--- src/rtl/matmul_ctrl_pkg.sv ---
// Shared definitions for the matrix-multiply sequencer: controller state
// encoding, tile-index width and the block-step count helper.
package matmul_ctrl_pkg;

  localparam int unsigned TILE_IDX_W  = 16;
  localparam int unsigned FULL_ADDR_W = 32;

  typedef enum logic [3:0] {
    IDLE,
    CLEAR,
    FETCH,
    LATCH,
    RUN,
    STEP,
    ACC_WAIT,
    EMIT,
    FINISH
  } state_e;

  // Block steps per output tile; a zero block size degrades to a single step.
  function automatic int unsigned calc_k(input int unsigned inner_dim,
                                         input int unsigned block_size);
    if (block_size == 0) begin
      return 1;
    end
    return inner_dim / block_size;
  endfunction

endpackage

--- src/rtl/matmul_addr_gen.sv ---
// Row/col/k tile counters and BRAM port-B address generation.
// Ports:
//   clk, rst_n            clock, synchronous active-low reset
//   clr                   zero all counters
//   k_inc                 advance the block-step counter
//   tile_adv              tile complete: zero k, advance col (and row on wrap)
//   load_addr             capture addresses for the upcoming FETCH cycle
//   row, col              current tile indices (registered)
//   last_k_c, last_tile_c combinational end-of-loop flags
//   in_addr, wb_addr      registered read addresses
module matmul_addr_gen
  import matmul_ctrl_pkg::*;
#(
  parameter int unsigned K            = 2,
  parameter int unsigned ROWS         = 3,
  parameter int unsigned COLS         = 3,
  parameter int unsigned ADDR_WIDTH_I = 14,
  parameter int unsigned ADDR_WIDTH_W = 12
) (
  input  logic                    clk,
  input  logic                    rst_n,
  input  logic                    clr,
  input  logic                    k_inc,
  input  logic                    tile_adv,
  input  logic                    load_addr,
  output logic [TILE_IDX_W-1:0]   row,
  output logic [TILE_IDX_W-1:0]   col,
  output logic                    last_k_c,
  output logic                    last_tile_c,
  output logic [ADDR_WIDTH_I-1:0] in_addr,
  output logic [ADDR_WIDTH_W-1:0] wb_addr
);

  logic [TILE_IDX_W-1:0]  k;
  logic [TILE_IDX_W-1:0]  row_d;
  logic [TILE_IDX_W-1:0]  col_d;
  logic [TILE_IDX_W-1:0]  k_d;
  logic [FULL_ADDR_W-1:0] in_full;
  logic [FULL_ADDR_W-1:0] wb_full;

  assign last_k_c    = (k == TILE_IDX_W'(K - 1));
  assign last_tile_c = (row == TILE_IDX_W'(ROWS - 1)) && (col == TILE_IDX_W'(COLS - 1));

  // Next counter values; addresses are formed from these so they line up
  // with the FETCH cycle that follows.
  always_comb begin
    row_d = row;
    col_d = col;
    k_d   = k;
    if (clr) begin
      row_d = '0;
      col_d = '0;
      k_d   = '0;
    end else if (k_inc) begin
      k_d = k + TILE_IDX_W'(1);
    end else if (tile_adv) begin
      k_d = '0;
      if (col == TILE_IDX_W'(COLS - 1)) begin
        col_d = '0;
        row_d = (row == TILE_IDX_W'(ROWS - 1)) ? '0 : row + TILE_IDX_W'(1);
      end else begin
        col_d = col + TILE_IDX_W'(1);
      end
    end
  end

  // Products kept at full width; truncation happens only at the registers.
  always_comb begin
    in_full = FULL_ADDR_W'(k_d) + FULL_ADDR_W'(K) * FULL_ADDR_W'(row_d);
    wb_full = FULL_ADDR_W'(k_d) + FULL_ADDR_W'(K) * FULL_ADDR_W'(col_d);
  end

  always_ff @(posedge clk) begin
    if (!rst_n) begin
      row     <= '0;
      col     <= '0;
      k       <= '0;
      in_addr <= '0;
      wb_addr <= '0;
    end else begin
      row <= row_d;
      col <= col_d;
      k   <= k_d;
      if (load_addr) begin
        in_addr <= ADDR_WIDTH_I'(in_full);
        wb_addr <= ADDR_WIDTH_W'(wb_full);
      end
    end
  end

endmodule

--- src/rtl/matmul_sequencer.sv ---
// Tile-level sequencer for a blocked systolic matrix multiply. Walks every
// output tile, fetching K block pairs from the input/weight BRAMs per tile,
// running the core on each pair and emitting the tile once accumulated.
// Ports:
//   clk, rst_n                    clock, synchronous active-low reset
//   start                         request a full matrix product (IDLE only)
//   busy, done                    activity level / completion pulse
//   in_enb, wb_enb                BRAM port-B enables
//   in_addrb, wb_addrb            BRAM port-B addresses
//   core_rst_n, core_en           systolic core reset / enable
//   acc_clr                       accumulator clear pulse
//   systolic_finish               core finished a block pass
//   accumulator_done              accumulator holds a complete tile
//   tile_valid, tile_row/tile_col completed tile strobe and index
module matmul_sequencer
  import matmul_ctrl_pkg::*;
#(
  parameter int unsigned INNER_DIMENSION = 4,
  parameter int unsigned BLOCK_SIZE      = 2,
  parameter int unsigned ROW_SIZE_MAT_C  = 3,
  parameter int unsigned COL_SIZE_MAT_C  = 3,
  parameter int unsigned ADDR_WIDTH_I    = 14,
  parameter int unsigned ADDR_WIDTH_W    = 12
) (
  input  logic                    clk,
  input  logic                    rst_n,
  input  logic                    start,
  output logic                    busy,
  output logic                    done,
  output logic                    in_enb,
  output logic                    wb_enb,
  output logic [ADDR_WIDTH_I-1:0] in_addrb,
  output logic [ADDR_WIDTH_W-1:0] wb_addrb,
  output logic                    core_rst_n,
  output logic                    core_en,
  output logic                    acc_clr,
  input  logic                    systolic_finish,
  input  logic                    accumulator_done,
  output logic                    tile_valid,
  output logic [TILE_IDX_W-1:0]   tile_row,
  output logic [TILE_IDX_W-1:0]   tile_col
);

  localparam int unsigned K = calc_k(INNER_DIMENSION, BLOCK_SIZE);

  state_e                state_q;
  state_e                state_d;
  logic                  clr_c;
  logic                  k_inc_c;
  logic                  tile_adv_c;
  logic                  load_addr_c;
  logic                  last_k_c;
  logic                  last_tile_c;
  logic [TILE_IDX_W-1:0] row;
  logic [TILE_IDX_W-1:0] col;

  matmul_addr_gen #(
    .K            (K),
    .ROWS         (ROW_SIZE_MAT_C),
    .COLS         (COL_SIZE_MAT_C),
    .ADDR_WIDTH_I (ADDR_WIDTH_I),
    .ADDR_WIDTH_W (ADDR_WIDTH_W)
  ) u_addr_gen (
    .clk         (clk),
    .rst_n       (rst_n),
    .clr         (clr_c),
    .k_inc       (k_inc_c),
    .tile_adv    (tile_adv_c),
    .load_addr   (load_addr_c),
    .row         (row),
    .col         (col),
    .last_k_c    (last_k_c),
    .last_tile_c (last_tile_c),
    .in_addr     (in_addrb),
    .wb_addr     (wb_addrb)
  );

  // State register.
  always_ff @(posedge clk) begin
    if (!rst_n) begin
      state_q <= IDLE;
    end else begin
      state_q <= state_d;
    end
  end

  // Next state and counter controls.
  always_comb begin
    state_d     = state_q;
    clr_c       = 1'b0;
    k_inc_c     = 1'b0;
    tile_adv_c  = 1'b0;
    load_addr_c = 1'b0;
    case (state_q)
      IDLE:     if (start) state_d = CLEAR;
      CLEAR: begin
        clr_c   = 1'b1;
        state_d = FETCH;
      end
      FETCH:    state_d = LATCH;
      LATCH:    state_d = RUN;
      RUN:      if (systolic_finish) state_d = STEP;
      STEP: begin
        if (last_k_c) begin
          state_d = ACC_WAIT;
        end else begin
          k_inc_c = 1'b1;
          state_d = FETCH;
        end
      end
      ACC_WAIT: if (accumulator_done) state_d = EMIT;
      EMIT: begin
        tile_adv_c = 1'b1;
        state_d    = last_tile_c ? FINISH : FETCH;
      end
      FINISH:   state_d = IDLE;
      default:  state_d = IDLE;
    endcase
    load_addr_c = (state_d == FETCH);
  end

  // Outputs are decoded from the next state so each register lines up with
  // the state it describes.
  always_ff @(posedge clk) begin
    if (!rst_n) begin
      busy       <= 1'b0;
      done       <= 1'b0;
      in_enb     <= 1'b0;
      wb_enb     <= 1'b0;
      core_en    <= 1'b0;
      core_rst_n <= 1'b0;
      acc_clr    <= 1'b0;
      tile_valid <= 1'b0;
      tile_row   <= '0;
      tile_col   <= '0;
    end else begin
      busy       <= (state_d != IDLE);
      done       <= (state_d == FINISH);
      in_enb     <= (state_d == FETCH);
      wb_enb     <= (state_d == FETCH);
      core_en    <= (state_d == RUN);
      core_rst_n <= !((state_d == IDLE) || (state_d == STEP) || (state_d == FINISH));
      acc_clr    <= (state_d == CLEAR) || (state_d == EMIT);
      tile_valid <= (state_d == EMIT);
      if (state_d == EMIT) begin
        tile_row <= row;
        tile_col <= col;
      end
    end
  end

endmodule

--- config.mk ---
export PLATFORM = sky130hd
export DESIGN_NAME = matmul_sequencer
export DESIGN_NICKNAME = d
export VERILOG_FILES = /design/src/rtl/matmul_ctrl_pkg.sv /design/src/rtl/matmul_addr_gen.sv /design/src/rtl/matmul_sequencer.sv
export SDC_FILE = /design/constraint.sdc
export NUM_CORES = 1
export LEC_CHECK = 0
export CORE_MARGIN = 5
export CORE_UTILIZATION = 55
export DETAILED_ROUTE_END_ITERATION = 16
export DONT_BUFFER_PORTS = 1
export PLACE_DENSITY = 0.77
export RECOVER_POWER = 100
export SETUP_SLACK_MARGIN = 0.02
export SYNTH_ARGS = -nofsm -noshare
export SYNTH_HDL_FRONTEND = slang
export SYNTH_SLANG_ARGS = --single-unit
--- constraint.sdc ---
create_clock -name clk -period 3.61 [get_ports clk]
set_input_delay 0.1805 -clock clk [delete_from_list [all_inputs] [get_ports clk]]
set_output_delay 0.1805 -clock clk [all_outputs]
set_load 0.005 [all_outputs]
==> flow_metrics.py <==
metrics = {
    "run_status": {
        "status": "finished clean",
    },
    "sta": {
        "fmax_mhz": 282,
        "fin_crit_ns": 3.54,
        "rsz0062_at_grt": "true",
        "finalSetupViolations": 0,
        "min_period_over_period_pct": 98.1,
        "worstMarginPinSlew_ns": 1.15,
        "skew_ns": 0.00855,
        "finalHoldViolCount": 0,
        "drv_slew": 0,
        "max-slew-margin-rel_pct": 23.5,
        "hold_ws_ns": 0.0936,
    },
    "synthesis": {
        "async_flop_share_pct": 0,
        "synth_fp_nets": 796,
        "synth_top_area_share_pct": 37.8,
        "synth_enable_flop_cells": 0,
        "yosys.area_share.adder_pct": 6.35,
        "yosys.area_share.simple_pct": 30.7,
        "synth_seq_cells": 116,
        "synthTopCellsByCount": "132 x nand2_1, 116 x dfxtp_1, 76 x a21oi_1",
        "yosysTopAreaCell": "dfxtp_1",
        "synth_top_family_by_area": "simple AND/OR/NAND/NOR gates",
        "avgSynthCellArea_um2": 8.08,
        "synth_area_leaders": "dfxtp_1 38%, nand2_1 8.1%, a21oi_1 6.2%, ha_1 5.7%, nor2_1 4.5%",
        "synth.most_common_cell": "nand2_1",
        "synth_ff_type": "dfxtp_1",
        "synth_compound_area_share_pct": 14.3,
        "syn_inst": 761,
        "synthXorXnorAreaFrac_pct": 5.13,
        "synth_warnings": 0,
        "synth.distinct_cells": 68,
        "synth_area_um2": 6150,
        "synth.area.mux_share_pct": 1.65,
        "seq_area_frac_synth_pct": 37.8,
    },
    "critical_path": {
        "cp_max_fo": 4,
        "cp_data_required_time_ns": 4.06,
        "cp-start-kind": "register",
        "cp-end-kind": "register",
        "crit_arrival_ns": 4.00,
        "critical_path_class": "reg -> reg",
    },
    "drt": {
        "antenna_left": 0,
        "totalWireLength_um": 16900,
        "drtIter0Drc": 454,
        "wl_per_cell_um": 17.8,
        "viasPerCell": 5.93,
        "route.detailed.drc": 0,
        "dr.pass1.iters": 8,
        "vias": 5625,
    },
    "place": {
        "gp_congestion": 0.979,
        "place_inst": 907,
        "port_buffers": 0,
        "dp_hpwl_um": 11700,
    },
    "clock_tree": {
        "insertion_delay_ns": 0.53,
        "h-tree-depth": 4,
        "numCtsBuffers": 17,
        "path_clk_slew_ns": 0.06,
        "cts_tree": "done",
        "root_buffer": "clkbuf_8",
        "cts.sinks": 116,
        "cts_max_path_buffers": 2,
    },
    "die": {
        "dieArea_um2": 13400,
        "fp.dieW_um": 116,
        "io_pins": 71,
        "die_h_um": 116,
        "fp-row-count": 38,
        "initial_core_util_pct": 56.5,
        "coreArea_um2": 10900,
    },
    "power_and_ir_drop": {
        "power_w": 0.00310,
        "irDropWorstVdd_uv": 261,
        "power_density_nw_per_um2": 425,
        "p_leak_nw": 2.79,
    },
    "global_route": {
        "grt_pass1_wl_um": 26400,
        "first_global_vias": 5373,
        "globalRoute.totalOverflow": 0,
        "track_usage_pct": 25.0,
        "grt_max_degree": 47,
        "antenna_found_initial": 0,
    },
    "final_layout": {
        "drive_gt1_share_pct": 18.4,
        "synthToLayoutAreaGrowth_pct": 18.7,
        "fin_nets": 831,
        "diodes": 0,
        "fillCellCount": 856,
        "final_cells": 949,
    },
    "hold_path": {
        "hold_path.class": "in -> reg",
    },
    "job": {
        "max_cap_viol_count": 0,
    },
}
worst paths after layout:
path | endpoint | cells after the start | start | slack [ns]
min | acc_clr$_SDFF_PN0_ | 4 | start | 0.09
max | u_addr_gen.in_addr[11]$_SDFFE_PN0P_ | 14 | u_addr_gen.row[13]$_SDFFE_PP0P_ | 0.07
min reg2reg | tile_row[13]$_SDFFE_PN0P_ | 2 | tile_row[13]$_SDFFE_PN0P_ | 0.47
max reg2reg | u_addr_gen.in_addr[11]$_SDFFE_PN0P_ | 14 | u_addr_gen.row[13]$_SDFFE_PP0P_ | 0.07
layout by cell type, fill, tap and decap left out, drive strengths merged, types with 3 or more instances in the layout:
| master | n |
|---|---|
| a211o | 4 |
| a211oi | 7 |
| a21o | 4 |
| a21oi | 79 |
| a31o | 3 |
| a31oi | 4 |
| and2 | 25 |
| and3 | 8 |
| and4 | 7 |
| buf | 52 |
| clkbuf | 20 |
| clkinv | 6 |
| clkinvlp | 5 |
| dfxtp | 116 |
| ha | 28 |
| inv | 16 |
| mux2i | 9 |
| nand2 | 132 |
| nand2b | 4 |
| nand3 | 26 |
| nand4 | 13 |
| nor2 | 74 |
| nor2b | 16 |
| nor3 | 33 |
| nor4 | 10 |
| nor4b | 5 |
| o211ai | 4 |
| o21ai | 26 |
| o31ai | 3 |
| or2 | 4 |
| or3 | 3 |
| xnor2 | 27 |
| xor2 | 9 |
layer usage:
metal,share of wire [%],track usage [%],routed length (µm),vias to the layer above
met5,0,0,0,-
met4,2.8,11.8,478,0
met2,45,38.7,7660,211
met1,44,32.0,7440,2649
li1,-,-,-,2724
met3,7.9,7.52,1340,41
report_power, final:
part / total (W) / internal (W) / switching, W
clock: 0.00162 / 0.000995 / 0.000622
combinational: 0.000171 / 0.0000479 / 0.000123
sequential: 0.00131 / 0.00130 / 0.0000149
logic make-up after synthesis:
group | after synthesis
buffers and inverters | 55
adder cells (fa/ha/maj) | 30
AO/OA/AOI/OAI | 145
flip-flops | 116
multiplexers | 10
XOR/XNOR | 36
AND/OR/NAND/NOR | 369
stage by stage:
step	TNS (ns)	setup WS [ns]	instance area [µm²]	util (%)
5_1_grt	-0.327	-0.0805	7300	67.1
3_3_place_gp	0	0.102	6470	59.5
3_5_place_dp	-0.0602	-0.0602	6470	59.5
2_1_floorplan	0	0.0205	6150	-
4_1_cts	0	0.0293	7080	65.0
6_report	0	0.0695	7300	67.1
area by class of cell:
| type | instances | area [µm²] | area share (%) |
|---|---|---|---|
| clock inverter | 13 | 135 | 1.85 |
| clock buffer | 19 | 432 | 5.91 |
| tap | 140 | 175 | 2.40 |
| timing repair buffer | 55 | 414 | 5.67 |
| multi-input combinational | 590 | 3750 | 51.4 |
| inverter | 16 | 60.1 | 0.823 |
| sequential | 116 | 2330 | 31.9 |
flip-flops by register name, summed over array words and instances (netlist names), 4 cells and up:
name and flops:
tile_col 16, tile_row 16, u_addr_gen.col 16, u_addr_gen.k 16, u_addr_gen.row 16, u_addr_gen.in_addr 13
u_addr_gen.wb_addr 12, state_q 4
timing repair:
action / in CTS / in global routing
pin swaps: 2 / 33
endpoints found under the hold margin: 27 / 0
setup endpoints to repair: 3 / 13
resized for setup: 1 / 50
hold buffers: 2 / 0
setup buffers: 1 / 7
critical path, stage by stage (launching register included):
cell and delay [ns]:
dfxtp_1 0.34, nor3_1 0.45, and4_1 0.31, nor2_1 0.08, mux2i_1 0.19, nor2_1 0.09, ha_2 0.22, fa_2 0.39
a211o_1 0.36, a2111oi_4 0.41, nor3_2 0.09, nor3_2 0.20, xnor2_1 0.14, nand2_1 0.07, a21oi_1 0.12
Power figures use the tool's default switching activity.
